## config.mk

```make
export PLATFORM = sky130hd
export DESIGN_NAME = mmio_timer
export DESIGN_NICKNAME = d
export VERILOG_FILES = /design/src/rtl/common_pkg.sv /design/src/rtl/timer_prescaler.sv /design/src/rtl/mmio_timer.sv
export SDC_FILE = /design/constraint.sdc
export NUM_CORES = 1
export LEC_CHECK = 0
export ABC_CLOCK_PERIOD_IN_PS = 2400
export BUFFER_PORTS_ARGS = -buffer_cell sky130_fd_sc_hd__buf_2
export CAP_MARGIN = 25
export CORE_MARGIN = 5
export CORE_UTILIZATION = 55
export CTS_CLUSTER_DIAMETER = 150
export DETAILED_ROUTE_END_ITERATION = 10
export HOLD_SLACK_MARGIN = 0.02
export PLACE_DENSITY = 0.77
export SYNTH_ARGS = -nofsm -noshare
export SYNTH_HDL_FRONTEND = slang
export SYNTH_SLANG_ARGS = --single-unit
```

## constraint.sdc

```tcl
create_clock -name clk_i -period 2.4 [get_ports clk_i]
set_input_delay 0 -clock clk_i [delete_from_list [all_inputs] [get_ports clk_i]]
set_output_delay 0 -clock clk_i [all_outputs]
set_load 0.02 [all_outputs]
```

## src/rtl/common_pkg.sv

```systemverilog
// Shared types and constants for the machine-timer MMIO slice.
package common;

  typedef logic [31:0] word_t;

  typedef enum logic [2:0] {
    TIMER_MTIME_LO    = 3'd0,
    TIMER_MTIME_HI    = 3'd1,
    TIMER_MTIMECMP_LO = 3'd2,
    TIMER_MTIMECMP_HI = 3'd3,
    TIMER_CTRL        = 3'd4,
    TIMER_STATUS      = 3'd5,
    TIMER_RSVD6       = 3'd6,
    TIMER_RSVD7       = 3'd7
  } timer_reg_t;

  localparam int TIMER_CTRL_EN_BIT  = 0;
  localparam int TIMER_CTRL_IE_BIT  = 1;
  localparam int TIMER_PRESCALE_LSB = 16;

  localparam word_t TIMER_BASE_ADDR = 32'hFF00_0000;
  // Only EN, IE and PRESCALE are stored; everything else in CTRL reads back 0.
  localparam word_t TIMER_CTRL_MASK = 32'hFFFF_0003;

  function automatic word_t apply_byte_mask(word_t old_val, word_t new_val,
                                            logic [3:0] mask);
    word_t res;
    res = old_val;
    for (int i = 0; i < 4; i++) begin
      if (mask[i]) res[8*i +: 8] = new_val[8*i +: 8];
    end
    return res;
  endfunction

endpackage

```

## src/rtl/timer_prescaler.sv

```systemverilog
// Prescaler for mtime: one tick every reload_i+1 enabled cycles, restartable by clear_i.
module timer_prescaler (
  input  logic        clk_i,
  input  logic        rst_ni,
  input  logic        en_i,
  input  logic        clear_i,
  input  logic [15:0] reload_i,
  output logic        tick_o
);

  logic [15:0] pre_d, pre_q;

  assign tick_o = en_i && (pre_q == reload_i);

  always_comb begin
    pre_d = pre_q;
    if (clear_i) begin
      pre_d = '0;
    end else if (en_i) begin
      pre_d = tick_o ? 16'd0 : pre_q + 16'd1;
    end
  end

  always_ff @(posedge clk_i or negedge rst_ni) begin
    if (!rst_ni) begin
      pre_q <= '0;
    end else begin
      pre_q <= pre_d;
    end
  end

endmodule

```

## src/rtl/mmio_timer.sv

```systemverilog
// Memory-mapped 64-bit machine timer: 32-byte register window, one-cycle
// registered reads, and a registered mtime >= mtimecmp interrupt.
module mmio_timer
  import common::*;
#(
  parameter word_t BASE_ADDR = TIMER_BASE_ADDR
) (
  input  logic       clk_i,
  input  logic       rst_ni,
  input  word_t      addr_i,
  input  word_t      write_data_i,
  input  logic [3:0] write_mask_i,
  output word_t      read_data_o,
  output logic       hit_o,
  output logic       interrupt_o
);

  logic        win_hit, wr_en, ctrl_wr, mtime_wr, tick, mtime_ge;
  logic        unused_addr;
  timer_reg_t  reg_idx;
  logic [63:0] mtime_d, mtime_q;
  logic [63:0] mtimecmp_d, mtimecmp_q;
  word_t       ctrl_d, ctrl_q;
  word_t       shadow_d, shadow_q;
  word_t       rdata_d, rdata_q;
  logic        hit_d, hit_q;
  logic        irq_d, irq_q;

  assign win_hit     = (addr_i[31:5] == BASE_ADDR[31:5]);
  assign reg_idx     = timer_reg_t'(addr_i[4:2]);
  assign wr_en       = win_hit && (write_mask_i != 4'b0000);
  assign ctrl_wr     = wr_en && (reg_idx == TIMER_CTRL);
  assign mtime_wr    = wr_en && ((reg_idx == TIMER_MTIME_LO) || (reg_idx == TIMER_MTIME_HI));
  assign mtime_ge    = (mtime_q >= mtimecmp_q);
  assign unused_addr = ^addr_i[1:0];

  timer_prescaler u_prescaler (
    .clk_i    (clk_i),
    .rst_ni   (rst_ni),
    .en_i     (ctrl_q[TIMER_CTRL_EN_BIT]),
    .clear_i  (ctrl_wr),
    .reload_i (ctrl_q[TIMER_PRESCALE_LSB +: 16]),
    .tick_o   (tick)
  );

  always_comb begin
    mtime_d    = mtime_q;
    mtimecmp_d = mtimecmp_q;
    ctrl_d     = ctrl_q;
    shadow_d   = shadow_q;
    rdata_d    = '0;
    hit_d      = win_hit;
    irq_d      = ctrl_q[TIMER_CTRL_IE_BIT] && mtime_ge;

    // A software write to either mtime half wins over a tick; no carry that cycle.
    if (wr_en) begin
      case (reg_idx)
        TIMER_MTIME_LO:
          mtime_d[31:0] = apply_byte_mask(mtime_q[31:0], write_data_i, write_mask_i);
        TIMER_MTIME_HI:
          mtime_d[63:32] = apply_byte_mask(mtime_q[63:32], write_data_i, write_mask_i);
        TIMER_MTIMECMP_LO:
          mtimecmp_d[31:0] = apply_byte_mask(mtimecmp_q[31:0], write_data_i, write_mask_i);
        TIMER_MTIMECMP_HI:
          mtimecmp_d[63:32] = apply_byte_mask(mtimecmp_q[63:32], write_data_i, write_mask_i);
        TIMER_CTRL:
          ctrl_d = apply_byte_mask(ctrl_q, write_data_i, write_mask_i) & TIMER_CTRL_MASK;
        default: ;
      endcase
    end

    if (tick && !mtime_wr) begin
      mtime_d = mtime_q + 64'd1;
    end

    if (win_hit && (write_mask_i == 4'b0000) && (reg_idx == TIMER_MTIME_LO)) begin
      shadow_d = mtime_q[63:32];
    end

    if (win_hit) begin
      case (reg_idx)
        TIMER_MTIME_LO:    rdata_d = mtime_q[31:0];
        TIMER_MTIME_HI:    rdata_d = shadow_q;
        TIMER_MTIMECMP_LO: rdata_d = mtimecmp_q[31:0];
        TIMER_MTIMECMP_HI: rdata_d = mtimecmp_q[63:32];
        TIMER_CTRL:        rdata_d = ctrl_q;
        TIMER_STATUS:      rdata_d = {31'b0, mtime_ge};
        default:           rdata_d = '0;
      endcase
    end
  end

  always_ff @(posedge clk_i or negedge rst_ni) begin
    if (!rst_ni) begin
      mtime_q    <= '0;
      mtimecmp_q <= '1;
      ctrl_q     <= '0;
      shadow_q   <= '0;
      rdata_q    <= '0;
      hit_q      <= 1'b0;
      irq_q      <= 1'b0;
    end else begin
      mtime_q    <= mtime_d;
      mtimecmp_q <= mtimecmp_d;
      ctrl_q     <= ctrl_d;
      shadow_q   <= shadow_d;
      rdata_q    <= rdata_d;
      hit_q      <= hit_d;
      irq_q      <= irq_d;
    end
  end

  assign read_data_o = rdata_q;
  assign hit_o       = hit_q;
  assign interrupt_o = irq_q;

endmodule
```

Word-level counts from Yosys, hierarchy flattened
Cells that the tools add are included.

storage, ports and cells
  bits in registers = 228
  input bits = 70
  output and inout bits = 34
  logic and storage cells = 87

operators by class
  add/subtract/negate cells = 2
  magnitude comparators = 1
  equal/unequal tests = 7
  multiplexer cells = 13
  reduce and logical (&&, ||, !) cells = 40

operators with widths
  cell                                                 number
  case mux 32 bit (6 select lines)                     1
  2-to-1 mux 64 bit                                    2
  2-to-1 mux 32 bit                                    3
  adder 64 x 1 -> 64 bit, second input constant        1
  >= comparator 64 bit                                 1
  AND reduction 3 bit                                  19
  2-to-1 mux 16 bit                                    3
  2-to-1 mux 8 bit                                     4
  equality test 27 bit, second input constant          1
  adder 16 x 1 -> 16 bit, second input constant        1
  equality test 16 bit                                 1
  nonzero test 2 bit                                   8
  logical AND 1 bit                                    8
  equality test 3 x 2 -> 1 bit, second input constant  2
  equality test 3 bit, second input constant           2
  zero test 4 bit                                      1
  nonzero test 4 bit                                   1
  equality test 3 x 1 -> 1 bit, second input constant  1
  zero test 3 bit                                      1
  zero test 1 bit                                      1
  logical OR 1 bit                                     1

Logic depth before layout (Yosys ltp)
  depth after elaboration = 7
  depth in mapped cells = 10
  gate-level depth less buffers = 9

Modules after synthesis
From an unflattened synthesis, not the netlist that was laid out.

unflattened totals
  cell total of the unflattened synthesis = 1343
  area, all modules = 13087.6 um^2

modules (own cells, without submodules)
  module           instances  cells an instance  area each (um^2)  seq. area each (um^2)
  mmio_timer       1          1220               11987.7           5385.2
  timer_prescaler  1          123                1099.8            400.4

Least setup slack after synthesis
Ideal clock, no wire load.

  kind = reg-to-reg
  from = register u_prescaler.pre_q[9]
  to = register mtime_q[5]
  setup time = 0.137 ns
  arrival = 2.235 ns
  required time = 2.263 ns
  slack = 0.028 ns
  cell stages (with the launch flop) = 11
  path buffers = 3
  period minus slack after synthesis = 2.372 ns
  path through = dfrtp_1 xnor2_1 nand4_1 or3_1 a2111oi_0 buf_2 buf_4 buf_2 nand2_1 a21oi_1 a21oi_1

between the ends
  word-level cells in the longest chain between the ends = 5
  elaborated cells between the ends (all ways) = 8
  classes of those cells = 1 x eq/ne; 1 x mux; 6 x reduce/logical

RTL lines
  element                               RTL line               RTL
  from (decl)                           timer_prescaler.sv:11  logic [15:0] pre_d, pre_q;
  from (signal assigned)                timer_prescaler.sv:28  pre_q <= pre_d;
  equality test 16 bit (*)              timer_prescaler.sv:13  assign tick_o = en_i && (pre_q == reload_i);
  logical AND 1 bit (*)                 timer_prescaler.sv:13
  logical AND 1 bit (*)                 mmio_timer.sv:72       if (tick && !mtime_wr) begin
  nonzero test 2 bit (no source line)   -
  AND reduction 3 bit (no source line)  -
  to (signal assigned)                  mmio_timer.sv:103      mtime_q <= mtime_d;
  to (decl)                             mmio_timer.sv:21       logic [63:0] mtime_d, mtime_q;

Mark *: on every way between the ends. The rest lies on a longest branch, timed or not.
A chain may end at the register's enable or synchronous reset.

Worst setup path in the final report
  from = register mtimecmp_q[31]
  to = register rdata_q[0], in the netlist read_data_o[0]

between the ends
  word-level cells in the longest chain between the ends = 3

RTL lines
  element                           RTL line           RTL
  from (decl)                       mmio_timer.sv:22   logic [63:0] mtimecmp_d, mtimecmp_q;
  from (signal assigned)            mmio_timer.sv:104  mtimecmp_q <= mtimecmp_d;
  >= comparator 64 bit              mmio_timer.sv:34   assign mtime_ge = (mtime_q >= mtimecmp_q);
  case mux 32 bit (6 select lines)  mmio_timer.sv:81   case (reg_idx)
  2-to-1 mux 32 bit                 mmio_timer.sv:80   if (win_hit) begin
  named net rdata_d[0]              mmio_timer.sv:25   word_t rdata_d, rdata_q;
  to (signal assigned)              mmio_timer.sv:107  rdata_q <= rdata_d;
  to (decl)                         mmio_timer.sv:25

The timed path passes the listed nets, and every way through them passes these cells.

==> results_dict.tcl <==
set metrics [dict create \
    numPortBuffers 101 \
    synthTopCellsByCount "nand2_1, dfrtp_1, nor2_1" \
    die_x_um 162 \
    finalWeightedCongestion 0.951 \
    startpoint_type "register" \
    maxCapViolCount 0 \
    clkTransAtPathRegs_ns 0.06 \
    yosysTopAreaCell "dfrtp_1" \
    grt_max_degree 70 \
    postSynthAreaPerCell_um2 9.25 \
    grt_use_total_pct 32.1 \
    cts_tree "done" \
    synth.area.top_cells "dfrtp_1, dfstp_2, ha_1" \
    drt_iter0_drc 1624 \
    finalSetupTns_ns -0.732 \
    first_pass_iters 6 \
    worst_pin_slew_ns 0.688 \
    vias_per_cell 6.49 \
    ir_drop_mv 0.483 \
    relSlewSlack_pct 54.0 \
    antenna_found_initial 1 \
    ys_seq_area_share_pct 45.3 \
    grt_pass1_vias 12507 \
    clock_path_buffers 3 \
    drive_gt1_share_pct 35.7 \
    grt-ovfl-total 0 \
    final_nets 1806 \
    status "complete, but fails checks" \
    wirelength_mm 46.0 \
    yosysTopAreaCellShare_pct 32.1 \
    synth_most_common_cell "nand2_1" \
    worstPathRequired_ns 2.82 \
    hold_class "in -> async" \
    synth_ff_type "dfrtp_1" \
    max_freq_ghz 0.396 \
    path_class "reg -> reg" \
    ioPinCount 104 \
    cts-root-buf "clkbuf_16" \
    min_period_over_period_pct 105 \
    final_util_pct 75.4 \
    vias 12993 \
    min_period_ns 2.53 \
    antenna_cells 0 \
    setup_violations 18 \
    syn_area_um2 12800 \
    slew_violations 0 \
    initial_core_util_pct 56.1 \
    cp-end-kind "register" \
    arrival_ns 2.95 \
    cts_buffers 26 \
    cp_max_fo 3 \
    fp.dieArea_um2 26400 \
    wl_per_cell_um 23.0 \
    htree_levels 1 \
    insertion_delay_ns 0.54 \
    max_stage_delay_ns 0.54 \
    cts_sinks 228 \
    syn2layout_area_growth_pct 34.4 \
    hpwl_mm 29.7 \
    path_cells "inv_1 -> ha_1 -> nand4_1 -> a211oi_2 -> a2111oi_4 -> buf_4 -> a2bb2oi_2 -> a31oi_1 -> o311a_1" \
    syn_nets 1518 \
    die_height_um 162 \
    setup_slack_ns -0.128 \
    p_leak_nw 8.08 \
    failed_checks "setup timing" \
    rsz0062_at_grt "true" \
    async_flop_share_pct 100 \
    netlist_instances 1382 \
    fin_worst_skew_ns 0.0129 \
    synth_warnings 0 \
    ant_nets 0 \
    hold_violations 0 \
    row_count 55 \
    synth_edf_count 0 \
    core_area_um2 22800 \
    crit_slowest_cell "dfstp_2" \
    ys_types 68 \
    synth_seq_cells 228 \
    powerDensity_nw_per_um2 512 \
    grt_first_pass_wirelength_mm 67.6 \
    drcViolationCount 0 \
]
critical path: cells and delay by family, from the launching register on:
family                   cells  cell delay (ns)
flip-flops                   1             0.54
adder cells (fa/ha/maj)      1             0.31
buffers and inverters        2             0.26
AO/OA/AOI/OAI                5             1.12
AND/OR/NAND/NOR              1             0.19
routing by layer:
metal / global-route usage [%] / wire, um
met4: 15.3 / 2840
met1: 43.5 / 17000
met3: 6.30 / 5160
met2: 49.9 / 21000
met5: 0 / 0
registers in the layout, indices dropped and copies added (netlist names):
name	count
hit_o	1
mtimecmp_q	64
read_data_o	32
interrupt_o	1
mtime_q	64
shadow_q	32
ctrl_q	18
u_prescaler.pre_q	16
per-stage QoR:
stage	total power [mW]	cells	setup slack (ns)	hold WS (ns)	area (um2)
detailed placement	4.32	1895	-0.0987	0.00786	14700
floorplan	4.05	1382	0.0284	-0.296	12800
global placement	4.31	1895	-0.0953	0.00874	14700
CTS	8.78	1985	-0.0282	0.0428	16300
finish	8.79	2003	-0.128	0.0242	17200
global route	9.00	2003	-0.189	0.0959	17200
final timing paths:
path / start / end / slack (ns) / cells past startpoint
min: rst_ni / mtime_q[14] / 0.02 / 2
max reg2reg: mtimecmp_q[31] / read_data_o[0] / -0.13 / 9
max in group asynchronous: rst_ni / mtimecmp_q[55] / 1.53 / 3
min reg2reg: shadow_q[29] / shadow_q[29] / 0.48 / 2
max: mtimecmp_q[31] / read_data_o[0] / -0.13 / 9
min in group clk_i: write_mask_i[3] / mtime_q[26] / 0.11 / 5
cells in the final DEF, fill, tap and decap left out, types with 6 or more instances in the layout:
cell type / n
mux4_2: 9
dfstp_2: 64
o32ai_1: 9
nand4_1: 27
nor4_1: 6
nand2_2: 17
nand3_1: 37
nand3_2: 8
ha_4: 11
buf_2: 100
dfrtp_1: 161
nand2_1: 148
clkbuf_8: 7
mux2_2: 52
o21ai_2: 10
a22oi_1: 17
buf_6: 8
nor3_2: 9
a21oi_1: 64
buf_4: 162
a21o_1: 16
nor2_1: 135
dlygate4sd3_1: 36
nand2_4: 10
and3_1: 28
a221oi_1: 21
inv_1: 77
xnor2_1: 15
o21ai_0: 96
o21ai_1: 24
a211oi_1: 22
buf_12: 9
nor3_1: 14
ha_1: 55
mux2i_1: 9
and2_1: 13
a21oi_2: 31
clkbuf_16: 33
cells by family (layout without fill, tap and decap cells):
| family | after synthesis | count (layout) | synth area share (%) |
|---|---|---|---|
| AOI/OAI and AO/OA | 355 | 355 | 17.0 |
| xor gates and xnor gates | 22 | 22 | 1.51 |
| adders and majority gates | 66 | 66 | 6.46 |
| buffers and inverters | 141 | 449 | 4.40 |
| DFF | 228 | 228 | 45.3 |
| muxes | 70 | 70 | 6.87 |
| and+or+nand+nor | 500 | 500 | 18.5 |
report_power, final:
part           internal (mW)  switching [mW]  leakage (nW)  total (mW)
Combinational          0.174           0.294          4.88       0.468
Sequential              3.85     0.000000133          2.73        3.85
Clock                   2.80            1.67         0.477        4.47
final cells by class:
| class | instances | area [um2] |
|---|---|---|
| clock inverters | 11 | 186 |
| well taps | 313 | 392 |
| clock buffers | 37 | 783 |
| flip-flops and latches | 228 | 5790 |
| multi-input cells | 1013 | 7180 |
| repair buffers | 324 | 2550 |
| inverters | 77 | 289 |
| fillers | 1466 | 5600 |
timing repair:
action	CTS	global route
setup endpoints to repair	56	69
hold buffers	36	0
hold endpoints to repair	332	0
setup buffers	4	10
resized for setup	35	155
pin swaps	9	70
cloned	2	9
Power figures use the tool's default switching activity.
